--- config.mk ---
export PLATFORM = sky130hd
export DESIGN_NAME = ifpad_seq_ctrl
export DESIGN_NICKNAME = d
export VERILOG_FILES = /design/src/rtl/ifpad_seq_ctrl.sv
export SDC_FILE = /design/constraint.sdc
export NUM_CORES = 1
export LEC_CHECK = 0
export CORE_ASPECT_RATIO = 1.25
export CORE_MARGIN = 10
export CORE_UTILIZATION = 25
export DETAILED_ROUTE_END_ITERATION = 7
export HOLD_SLACK_MARGIN = 0.06
export RECOVER_POWER = 100
export SETUP_SLACK_MARGIN = 0.3
export SLEW_MARGIN = 10
export SYNTH_ARGS = -nofsm -noshare
export SYNTH_HDL_FRONTEND = slang
export SYNTH_SLANG_ARGS = --single-unit
--- constraint.sdc ---
create_clock -name i_clk -period 7.6 [get_ports i_clk]
set_input_delay 1.14 -clock i_clk [delete_from_list [all_inputs] [get_ports i_clk]]
set_output_delay 1.14 -clock i_clk [all_outputs]
set_load 0.02 [all_outputs]
--- src/rtl/ifpad_seq_ctrl.sv ---
// Sequencer for one IF pad: fill, replay, slide a circular window.
// Optional `IFPAD_SEQ_PREFETCH_EN: prefetch next slide pixels in READ.
module ifpad_seq_ctrl #(
  parameter int PadSize  = 12,
  parameter int AddrWd   = $clog2(PadSize),
  parameter int ConfDWd  = 4,
  parameter int PConfDWd = 3,
  parameter int WinWd    = 8
) (
  input  logic                i_clk,
  input  logic                i_rst,
  input  logic                i_flush,
  input  logic                i_stall,
  input  logic                i_cfg_valid,
  output logic                o_cfg_ready,
  input  logic [ConfDWd-1:0]  i_cfg_r,
  input  logic [PConfDWd-1:0] i_cfg_stride,
  input  logic [ConfDWd-1:0]  i_cfg_rpt,
  input  logic [WinWd-1:0]    i_cfg_nwin,
  output logic                o_cfg_err,
  input  logic                i_ipix_valid,
  output logic                o_ipix_ready,
  output logic                o_opix_valid,
  input  logic                i_opix_ready,
  output logic                o_pad_we,
  output logic [AddrWd-1:0]   o_pad_waddr,
  output logic                o_pad_re,
  output logic [AddrWd-1:0]   o_pad_raddr,
  output logic                o_rd_last,
  output logic                o_busy,
  output logic                o_done
);

  typedef enum logic [2:0] {
    S_IDLE, S_FILL, S_READ, S_SLIDE, S_DONE
  } state_e;

  localparam logic [AddrWd:0]  PadA = (AddrWd+1)'(PadSize);
  localparam logic [ConfDWd:0] PadC = (ConfDWd+1)'(PadSize);

  function automatic logic [AddrWd-1:0] wrap_add(
    input logic [AddrWd-1:0] a,
    input logic [AddrWd:0]   b
  );
    logic [AddrWd:0] sum;
    sum = {1'b0, a} + b;
    if (sum >= PadA) sum = sum - PadA;
    return sum[AddrWd-1:0];
  endfunction

  state_e state_q, state_d;
  logic [ConfDWd-1:0]  r_q, r_d, rpt_q, rpt_d;
  logic [ConfDWd-1:0]  rcnt_q, rcnt_d, cnt_q, cnt_d;
  logic [PConfDWd-1:0] s_q, s_d, pcnt_q, pcnt_d;
  logic [WinWd-1:0]    nwin_q, nwin_d, wcnt_q, wcnt_d;
  logic [AddrWd-1:0]   wptr_q, wptr_d, base_q, base_d;
  logic [AddrWd-1:0]   idx_q, idx_d;

  logic cfg_bad, cfg_hs, pref_ok, we, re;
  logic idx_end, rpt_end, win_end;
  logic [PConfDWd-1:0] pcnt_inc;
  logic [ConfDWd-1:0]  s_c;
  logic [AddrWd:0]     s_a;
  logic [AddrWd-1:0]   wptr_inc;

  assign s_c      = ConfDWd'(s_q);
  assign s_a      = (AddrWd+1)'(s_q);
  assign wptr_inc = wrap_add(wptr_q, (AddrWd+1)'(1));

  assign cfg_bad = (i_cfg_r == '0)
                 | ({1'b0, i_cfg_r} > PadC)
                 | (i_cfg_stride == '0)
                 | (ConfDWd'(i_cfg_stride) > i_cfg_r);

  assign idx_end = idx_q == AddrWd'(r_q - ConfDWd'(1));
  assign rpt_end = rcnt_q == rpt_q - ConfDWd'(1);
  assign win_end = wcnt_q == nwin_q - WinWd'(1);

`ifdef IFPAD_SEQ_PREFETCH_EN
  // Free slots exist only when the window plus one stride fits the pad.
  assign pref_ok = (state_q == S_READ)
                 & (({1'b0, r_q} + {1'b0, s_c}) <= PadC)
                 & (wcnt_q < nwin_q - WinWd'(1))
                 & (pcnt_q < s_q);
`else
  assign pref_ok = 1'b0;
`endif

  assign o_cfg_ready  = state_q == S_IDLE;
  assign cfg_hs       = o_cfg_ready & i_cfg_valid & ~i_stall & ~i_flush;
  assign o_cfg_err    = cfg_hs & cfg_bad;
  assign o_ipix_ready = ~i_stall & ((state_q == S_FILL)
                      | (state_q == S_SLIDE) | pref_ok);
  assign o_opix_valid = ~i_stall & (state_q == S_READ);
  assign we           = i_ipix_valid & o_ipix_ready;
  assign re           = o_opix_valid & i_opix_ready;
  assign o_pad_we     = we;
  assign o_pad_re     = re;
  assign o_pad_waddr  = wptr_q;
  assign o_pad_raddr  = wrap_add(base_q, {1'b0, idx_q});
  assign o_rd_last    = o_opix_valid & idx_end & rpt_end;
  assign o_busy       = state_q != S_IDLE;
  assign o_done       = state_q == S_DONE;
  assign pcnt_inc     = pcnt_q + PConfDWd'(we);

  always_comb begin
    state_d = state_q;
    r_d     = r_q;
    s_d     = s_q;
    rpt_d   = rpt_q;
    nwin_d  = nwin_q;
    rcnt_d  = rcnt_q;
    cnt_d   = cnt_q;
    pcnt_d  = pcnt_q;
    wcnt_d  = wcnt_q;
    wptr_d  = wptr_q;
    base_d  = base_q;
    idx_d   = idx_q;
    if (i_flush) begin
      state_d = S_IDLE;
      r_d     = '0;
      s_d     = '0;
      rpt_d   = '0;
      nwin_d  = '0;
      pcnt_d  = '0;
    end else if (!i_stall) begin
      unique case (state_q)
        S_IDLE: if (cfg_hs && !cfg_bad) begin
          r_d     = i_cfg_r;
          s_d     = i_cfg_stride;
          rpt_d   = (i_cfg_rpt == '0) ? ConfDWd'(1) : i_cfg_rpt;
          nwin_d  = (i_cfg_nwin == '0) ? WinWd'(1) : i_cfg_nwin;
          wptr_d  = '0;
          base_d  = '0;
          idx_d   = '0;
          rcnt_d  = '0;
          wcnt_d  = '0;
          cnt_d   = '0;
          pcnt_d  = '0;
          state_d = S_FILL;
        end
        S_FILL: if (we) begin
          wptr_d = wptr_inc;
          if (cnt_q == r_q - ConfDWd'(1)) begin
            cnt_d   = '0;
            state_d = S_READ;
          end else begin
            cnt_d = cnt_q + ConfDWd'(1);
          end
        end
        S_READ: begin
          if (we) begin
            wptr_d = wptr_inc;
            pcnt_d = pcnt_inc;
          end
          if (re) begin
            if (!idx_end) begin
              idx_d = idx_q + AddrWd'(1);
            end else begin
              idx_d = '0;
              if (!rpt_end) begin
                rcnt_d = rcnt_q + ConfDWd'(1);
              end else begin
                rcnt_d = '0;
                if (win_end) begin
                  state_d = S_DONE;
                end else if (pcnt_inc == s_q) begin
                  // Whole stride already prefetched: change window in place.
                  base_d = wrap_add(base_q, s_a);
                  wcnt_d = wcnt_q + WinWd'(1);
                  pcnt_d = '0;
                end else begin
                  cnt_d   = ConfDWd'(pcnt_inc);
                  pcnt_d  = '0;
                  state_d = S_SLIDE;
                end
              end
            end
          end
        end
        S_SLIDE: if (we) begin
          wptr_d = wptr_inc;
          if (cnt_q + ConfDWd'(1) == s_c) begin
            cnt_d   = '0;
            base_d  = wrap_add(base_q, s_a);
            wcnt_d  = wcnt_q + WinWd'(1);
            state_d = S_READ;
          end else begin
            cnt_d = cnt_q + ConfDWd'(1);
          end
        end
        S_DONE:  state_d = S_IDLE;
        default: state_d = S_IDLE;
      endcase
    end
  end

  always_ff @(posedge i_clk or posedge i_rst) begin
    if (i_rst) begin
      state_q <= S_IDLE;
      r_q     <= '0;
      s_q     <= '0;
      rpt_q   <= '0;
      nwin_q  <= '0;
      rcnt_q  <= '0;
      cnt_q   <= '0;
      pcnt_q  <= '0;
      wcnt_q  <= '0;
      wptr_q  <= '0;
      base_q  <= '0;
      idx_q   <= '0;
    end else begin
      state_q <= state_d;
      r_q     <= r_d;
      s_q     <= s_d;
      rpt_q   <= rpt_d;
      nwin_q  <= nwin_d;
      rcnt_q  <= rcnt_d;
      cnt_q   <= cnt_d;
      pcnt_q  <= pcnt_d;
      wcnt_q  <= wcnt_d;
      wptr_q  <= wptr_d;
      base_q  <= base_d;
      idx_q   <= idx_d;
    end
  end

endmodule
==> run summary, run 1 <==
Clk buf depth: 2
Pint: 0.551 mW
Initial drt markers: 238
Sw frac: 30.3%
Hold Worst Slack: 537 ps
Power Density: 166 nW/um^2
Synthesis warning total: 0
Final WL: 10.7 mm
Setup WS post-layout: 2350 ps
Seq pwr share: 40.4%
Lkg Pwr: 2.00 nW
Crit. End Element: output port
Placed cell area: 4660 um^2
Clock share of power: 34.8%
Min cycle time layout: 5250 ps
Most frequent CP cell: dlygate4sd3_1
Resized Gates After CTS: 0
Die H: 162 um
Final ANT Viol Nets: 0
CP max FO: 26
Worst skew pair latency: 300 ps
DP Cell Count: 692
Max incr delay on CP: 870 ps
Fin area: 4750 um^2
Register-to-Register Path Depth: 7
Die width: 134 um
Number of library cell types mapped by synthesis: 78
Post-route insts no fill: 700
Initial antenna violation count: 0
Crit path max-delay cell type: clkbuf_1
Clock transition at path regs: 80 ps
Hold path cells: 1
Remaining global-route overflow: 0
N_diodes: 0
H-tree depth: 2
Total GRT Usage: 10.1%
Fin Setup TNS: 0 ps
Metal-1 WL: 4.78 mm
Hold endpoint: pcnt_q[1]
Peak Freq: 0.191 GHz
First-pass GRT wire length: 18.0 mm
Top routing layer used: met4
Final RePlAce weighted congestion: 0.808
Placement Setup Slack: 2580 ps
Layout area overhead: 17.6%
Worst Path Arrival: 4110 ps
Final setup violation count: 0
Syn_nets: 499
CTS tree: yes
Post-Synthesis Cells: 447
I/O pin count: 43
Worst setup SP type: primary input
PortBufs: 42
Max-slew violations: 99
Setup bufs post-CTS: 0
EDFF count, synth: 0
Max VDD drop: 0.0704 mV
Fraction of registers with async set or reset after synthesis: 100%
R2r startpoint: state_q[2]
Synth Register Bits: 53
Die footprint: 21700 um^2
Seq/Total Area, Yosys: 32.8%
Standard-cell row count: 51
CP Class: primary input to output port
Syn Area/Cell: 9.04 um^2
Starting Density: 25.7%
Primary FF master, synth: dfrtp_1
Post-DP HPWL: 8.25 mm
CTS buffer count: 5
Routed length on met2: 5.46 mm
Most common cell after layout, fill and taps aside: dfrtp_1
Vias: 3424
Tightest Hold Check Type: flip-flop to flip-flop
Hold_buf cts: 0
# Max-Cap Violations: 2
Share of post-route cells with drive strength above 1: 6.35%
Cell Chain, Critical Path: dlygate4sd3_1, clkbuf_1, nor2_1, and3_1, and2_1, dlygate4sd3_1
Top post-synthesis cells by area: dfrtp_1 33%, ha_1 7.4%, xnor2_1 6.1%
HP Start: pcnt_q[1]
DR DRC count: 0
Layout Skew: 8.17 ps
Worst slew pin tran: 2910 ps
Period utilization: 69.1%
Outcome: finished, violations left
RSZ-0062 raised after global routing: false
Area share of the largest cell type after synthesis: 32.8%
Largest net degree at the start of global routing: 54
Drt pass-1 iters: 4
Core Region: 15700 um^2
Failing checks: max-capacitance violations, max-slew violations
Final hold violations: 0
Most frequent cells in the layout: 53 x dfrtp_1, 48 x nand2_1, 36 x o21ai_0
Sw power: 0.239 mW
Max_slew headroom: -94.2%
Metal3 WL: 289 um
Worst path required time: 6460 ps
Combinational cell fraction of total power: 24.8%
R2r setup slk: 3950 ps
Post-synth top area cell: dfrtp_1
RR Endpoint: rpt_q[0]
Final nets: 539
Cell area after synthesis: 4040 um^2
Root Driver: clkbuf_16
Vias in the first global route: 3518
Drt wl/cell: 15.3 um
Clk sinks: 53
Vias per cell: 4.89
## cells in the mapped netlist (all sizes together), types with 2 or more instances
master,number
nand4,5
or4,8
and2,9
fa,2
nor2,31
nand2b,17
mux2,5
a211oi,3
inv,28
and3,4
nand2,48
a21o,4
xor2,13
a21oi,24
ha,24
and3b,2
a2111oi,2
a311o,3
o21ai,36
nor3,6
a31oi,2
o211ai,4
a31o,3
xnor3,2
clkbuf,8
o31ai,12
mux2i,3
nor2b,4
or3b,3
dfrtp,53
or3,3
nor3b,3
xnor2,28
nor4,6
a32oi,2
nand3,8
buf,4
o2111ai,2
nand3b,3
## critical path: cells and delay by family
family	cells	cell delay (ps)
buf+inv	3	2040
simple gates	3	920
## area by class of cell
class / instances / area [um^2]
tap: 212 / 265
fill: 1681 / 10900
inverter: 29 / 110
sequential: 53 / 1330
timing repair buffer: 47 / 447
multi-input combinational: 351 / 2430
clock buffer: 6 / 139
clock inverter: 2 / 37.5
## sequential cells by signal, indices dropped and copies added (netlist names)
signal	count
pcnt_q	3
state_q	3
idx_q	4
s_q	3
wcnt_q	8
r_q	4
o_pad_waddr	4
rcnt_q	4
base_q	4
cnt_q	4
nwin_q	8
rpt_q	4
## stage by stage
stage	util (%)	power [mW]
after floorplan	-	0.460
after detailed placement	29.7	0.530
final	30.3	0.790
after CTS	30.8	0.806
after global routing	30.3	0.833
after global placement	29.7	0.523
## power by group through the flow
stage                     clock network (mW)  logic, mW  registers (mW)
final                                  0.275      0.196           0.319
after global routing                   0.292      0.219           0.322
after CTS                              0.279      0.207           0.319
after detailed placement                   0      0.205           0.325
after global placement                     0      0.199           0.324
after floorplan                            0      0.142           0.318
## metal layers
| metal | global-route usage [%] | up-vias |
|---|---|---|
| li1 | - | 1674 |
| met1 | 12.0 | 1671 |
| met2 | 17.9 | 65 |
| met3 | 1.57 | 14 |
| met4 | 3.37 | 0 |
| met5 | 0 | - |
## worst max-delay path by stage
stage	startpoint	to	cells past startpoint
after floorplan	i_stall	base_q[2]	10
after global placement	i_cfg_r[2]	o_cfg_err	8
after detailed placement	i_cfg_r[2]	o_cfg_err	8
after CTS	i_cfg_r[2]	o_cfg_err	8
after global routing	i_flush	rpt_q[0]	8
final	i_flush	o_cfg_err	6
## kinds of logic after synthesis
family          count (synthesis)  share of synthesized area (%)
xor+xnor                       43                           10.0
flops                          53                           32.8
simple gates                  166                           22.4
mux                             8                           2.41
fa+ha+maj                      26                           8.42
compound gates                108                           18.5
buf+inv                        43                           5.39
(Power assumes the default switching activity.)
==> run 2, diff against run 1 <==
==> constraint.sdc (replaced) <==
create_clock -name i_clk -period 4.6 [get_ports i_clk]
set_input_delay 0.69 -clock i_clk [delete_from_list [all_inputs] [get_ports i_clk]]
set_output_delay 0.69 -clock i_clk [all_outputs]
set_load 0.02 [all_outputs]
==> run 2 against run 1 <==
The flow still finishes with violations (max-capacitance violations, max-slew violations); sequential power is 66% higher; total power grew 55%; design area is 0.37% lower; largest cell class unchanged; clock skew decreased by 4.1 ps; critical path type unchanged; non-clock buffer count unchanged; highest routed layer unchanged; final cell count did not move.
==> run summary, run 2 (same netlist as run 1, synthesis figures left out) <==
Hold Worst Slack: 503 ps (was 537 ps)
Final WL: 10.6 mm (was 10.7 mm)
Vias: 3457 (was 3424)
Final RePlAce weighted congestion: 0.834 (was 0.808)
Max incr delay on CP: 690 ps (was 870 ps)
Drt pass-1 iters: 4 (unchanged)
I/O pin count: 43 (unchanged)
CP max FO: 5 (was 26)
Crit path capture: o_cfg_err (unchanged)
Worst slew pin tran: 2850 ps (was 2910 ps)
Post-route insts no fill: 700 (unchanged)
First-pass GRT wire length: 17.5 mm (was 18.0 mm)
Util after Layout: 30.2% (was 30.3%)
Max-slew violations: 54 (was 99)
Most common cell after layout, fill and taps aside: dfrtp_1 (unchanged)
RR Endpoint: wcnt_q[5] (was rpt_q[0])
Die width: 134 um (unchanged)
Period utilization: 90.8%
Core Region: 15700 um^2 (unchanged)
Starting Density: 25.7% (unchanged)
Top flop regs: nwin_q x8, wcnt_q x8 (unchanged)
DP Cell Count: 692 (unchanged)
Final ANT Viol Nets: 0 (unchanged)
Initial drt markers: 182 (was 238)
Min cycle time layout: 4180 ps
Clock transition at path regs: 70 ps (was 80 ps)
Largest net degree at the start of global routing: 54 (unchanged)
Fillers: 1664 (was 1681)
Vias in the first global route: 3445 (was 3518)
Root Driver: clkbuf_16 (unchanged)
CTS tree: yes (unchanged)
Die footprint: 21700 um^2 (unchanged)
Setup bufs post-CTS: 0 (unchanged)
DR DRC count: 0 (unchanged)
Failing checks: max-capacitance violations, max-slew violations (unchanged)
Hold_buf cts: 0 (unchanged)
Crit path max-delay cell type: dlygate4sd3_1 (was clkbuf_1)
Peak Freq: 0.239 GHz
Worst Path Arrival: 3490 ps (was 4110 ps)
RSZ-0062 raised after global routing: false (unchanged)
Fin Setup TNS: 0 ps (unchanged)
Clk sinks: 53 (unchanged)
Most frequent CP cell: dlygate4sd3_1 (unchanged)
CP Class: primary input to output port (unchanged)
Layout Skew: 4.11 ps (was 8.17 ps)
Resized Gates After CTS: 0 (unchanged)
Worst path required time: 3910 ps (was 6460 ps)
Initial antenna violation count: 0 (unchanged)
R2r startpoint: state_q[2] (unchanged)
Remaining global-route overflow: 0 (unchanged)
PortBufs: 42 (unchanged)
Drt wl/cell: 15.1 um (was 15.3 um)
Power Density: 258 nW/um^2 (was 166 nW/um^2)
Die H: 162 um (unchanged)
FF+latch area: 1330 um^2 (unchanged)
Max_slew headroom: -90.2% (was -94.2%)
Crit. End Element: output port (unchanged)
CP bufs+invs: 3 (unchanged)
N_diodes: 0 (unchanged)
Worst path depth: 8 (was 6)
Register-to-Register Path Depth: 11 (was 7)
Worst setup SP type: primary input (unchanged)
CP startpoint: i_cfg_r[2] (was i_flush)
Vias per cell: 4.94 (was 4.89)
Standard-cell row count: 51 (unchanged)
Post-DP HPWL: 8.33 mm (was 8.25 mm)
Final setup violation count: 0 (unchanged)
Total GRT Usage: 9.78% (was 10.1%)
Max VDD drop: 0.133 mV (was 0.0704 mV)
HP Start: pcnt_q[1] (unchanged)
Top delay family on crit path: buffers and inverters (unchanged)
Final nets: 539 (unchanged)
Cell Chain, Critical Path: dlygate4sd3_1, inv_1, ha_1, nor2_1, a311o_1, o21ai_0, and2_1, dlygate4sd3_1 (was dlygate4sd3_1, clkbuf_1, nor2_1, and3_1, and2_1, dlygate4sd3_1)
Lkg Pwr: 2.00 nW (about the same)
Multi-input logic area: 2450 um^2 (was 2430 um^2)
Clk buf depth: 2 (unchanged)
# Max-Cap Violations: 1 (was 2)
Tightest Hold Check Type: flip-flop to flip-flop (unchanged)
Share of post-route cells with drive strength above 1: 6.56% (was 6.35%)
R2r setup slk: 950 ps (was 3950 ps)
H-tree depth: 2 (unchanged)
Most frequent cells in the layout: 53 x dfrtp_1, 48 x nand2_1, 36 x o21ai_0 (unchanged)
Worst skew pair latency: 290 ps (was 300 ps)
Final hold violations: 0 (unchanged)
Layout area overhead: 17.2% (was 17.6%)
Outcome: finished, violations left (unchanged)
CTS buffer count: 5 (unchanged)
## run 2: cell count changes in the layout (fill, tap and decap cells not counted)
cell,previous run,this run
a31oi_1,2,1
bufinv_16,1,0
clkbuf_8,1,0
mux2_2,4,3
a31oi_4,0,1
clkinv_2,1,3
clkbuf_2,0,1
clkinvlp_4,1,0
mux2_4,0,1
## run 2: power by group
| part | switching [mW] | internal (mW) | total, mW |
|---|---|---|---|
| clock network | 0.168 | 0.200 | 0.369 |
| logic | 0.177 | 0.147 | 0.324 |
| registers | 0.0375 | 0.490 | 0.528 |
## run 2: worst min-delay path by stage
stage,endpoint,slack (ps),cells past startpoint
finish,pcnt_q[1],500,1
global route,pcnt_q[2],550,1
CTS,pcnt_q[1],500,1
detailed placement,pcnt_q[1],480,1
global placement,pcnt_q[1],490,1
floorplan,pcnt_q[1],460,1
## run 2: metrics by stage
stage               power, mW  cell area [um^2]  setup slack (ps)
finish                   1.22              4730               422
global route             1.29              4730               296
CTS                      1.25              4800               498
detailed placement      0.876              4660               504
global placement        0.863              4660               565
floorplan               0.759              4040              1380
## run 2: layout make-up
cell class,count,area share (%)
sequential,53,28.0
clock inverter,2,0.211
multi-input combinational,351,51.7
inverter,29,2.33
timing repair buffer,47,9.46
tap,212,5.60
clock buffer,6,2.72
## run 2: metal layers
metal  up-vias  wire [um]  GRT usage, %
met5         -          0             0
met4         0        199          3.67
met3        11        368          1.88
met2        79       5370          16.9
met1      1690       4650          11.8
li1       1677          -             -
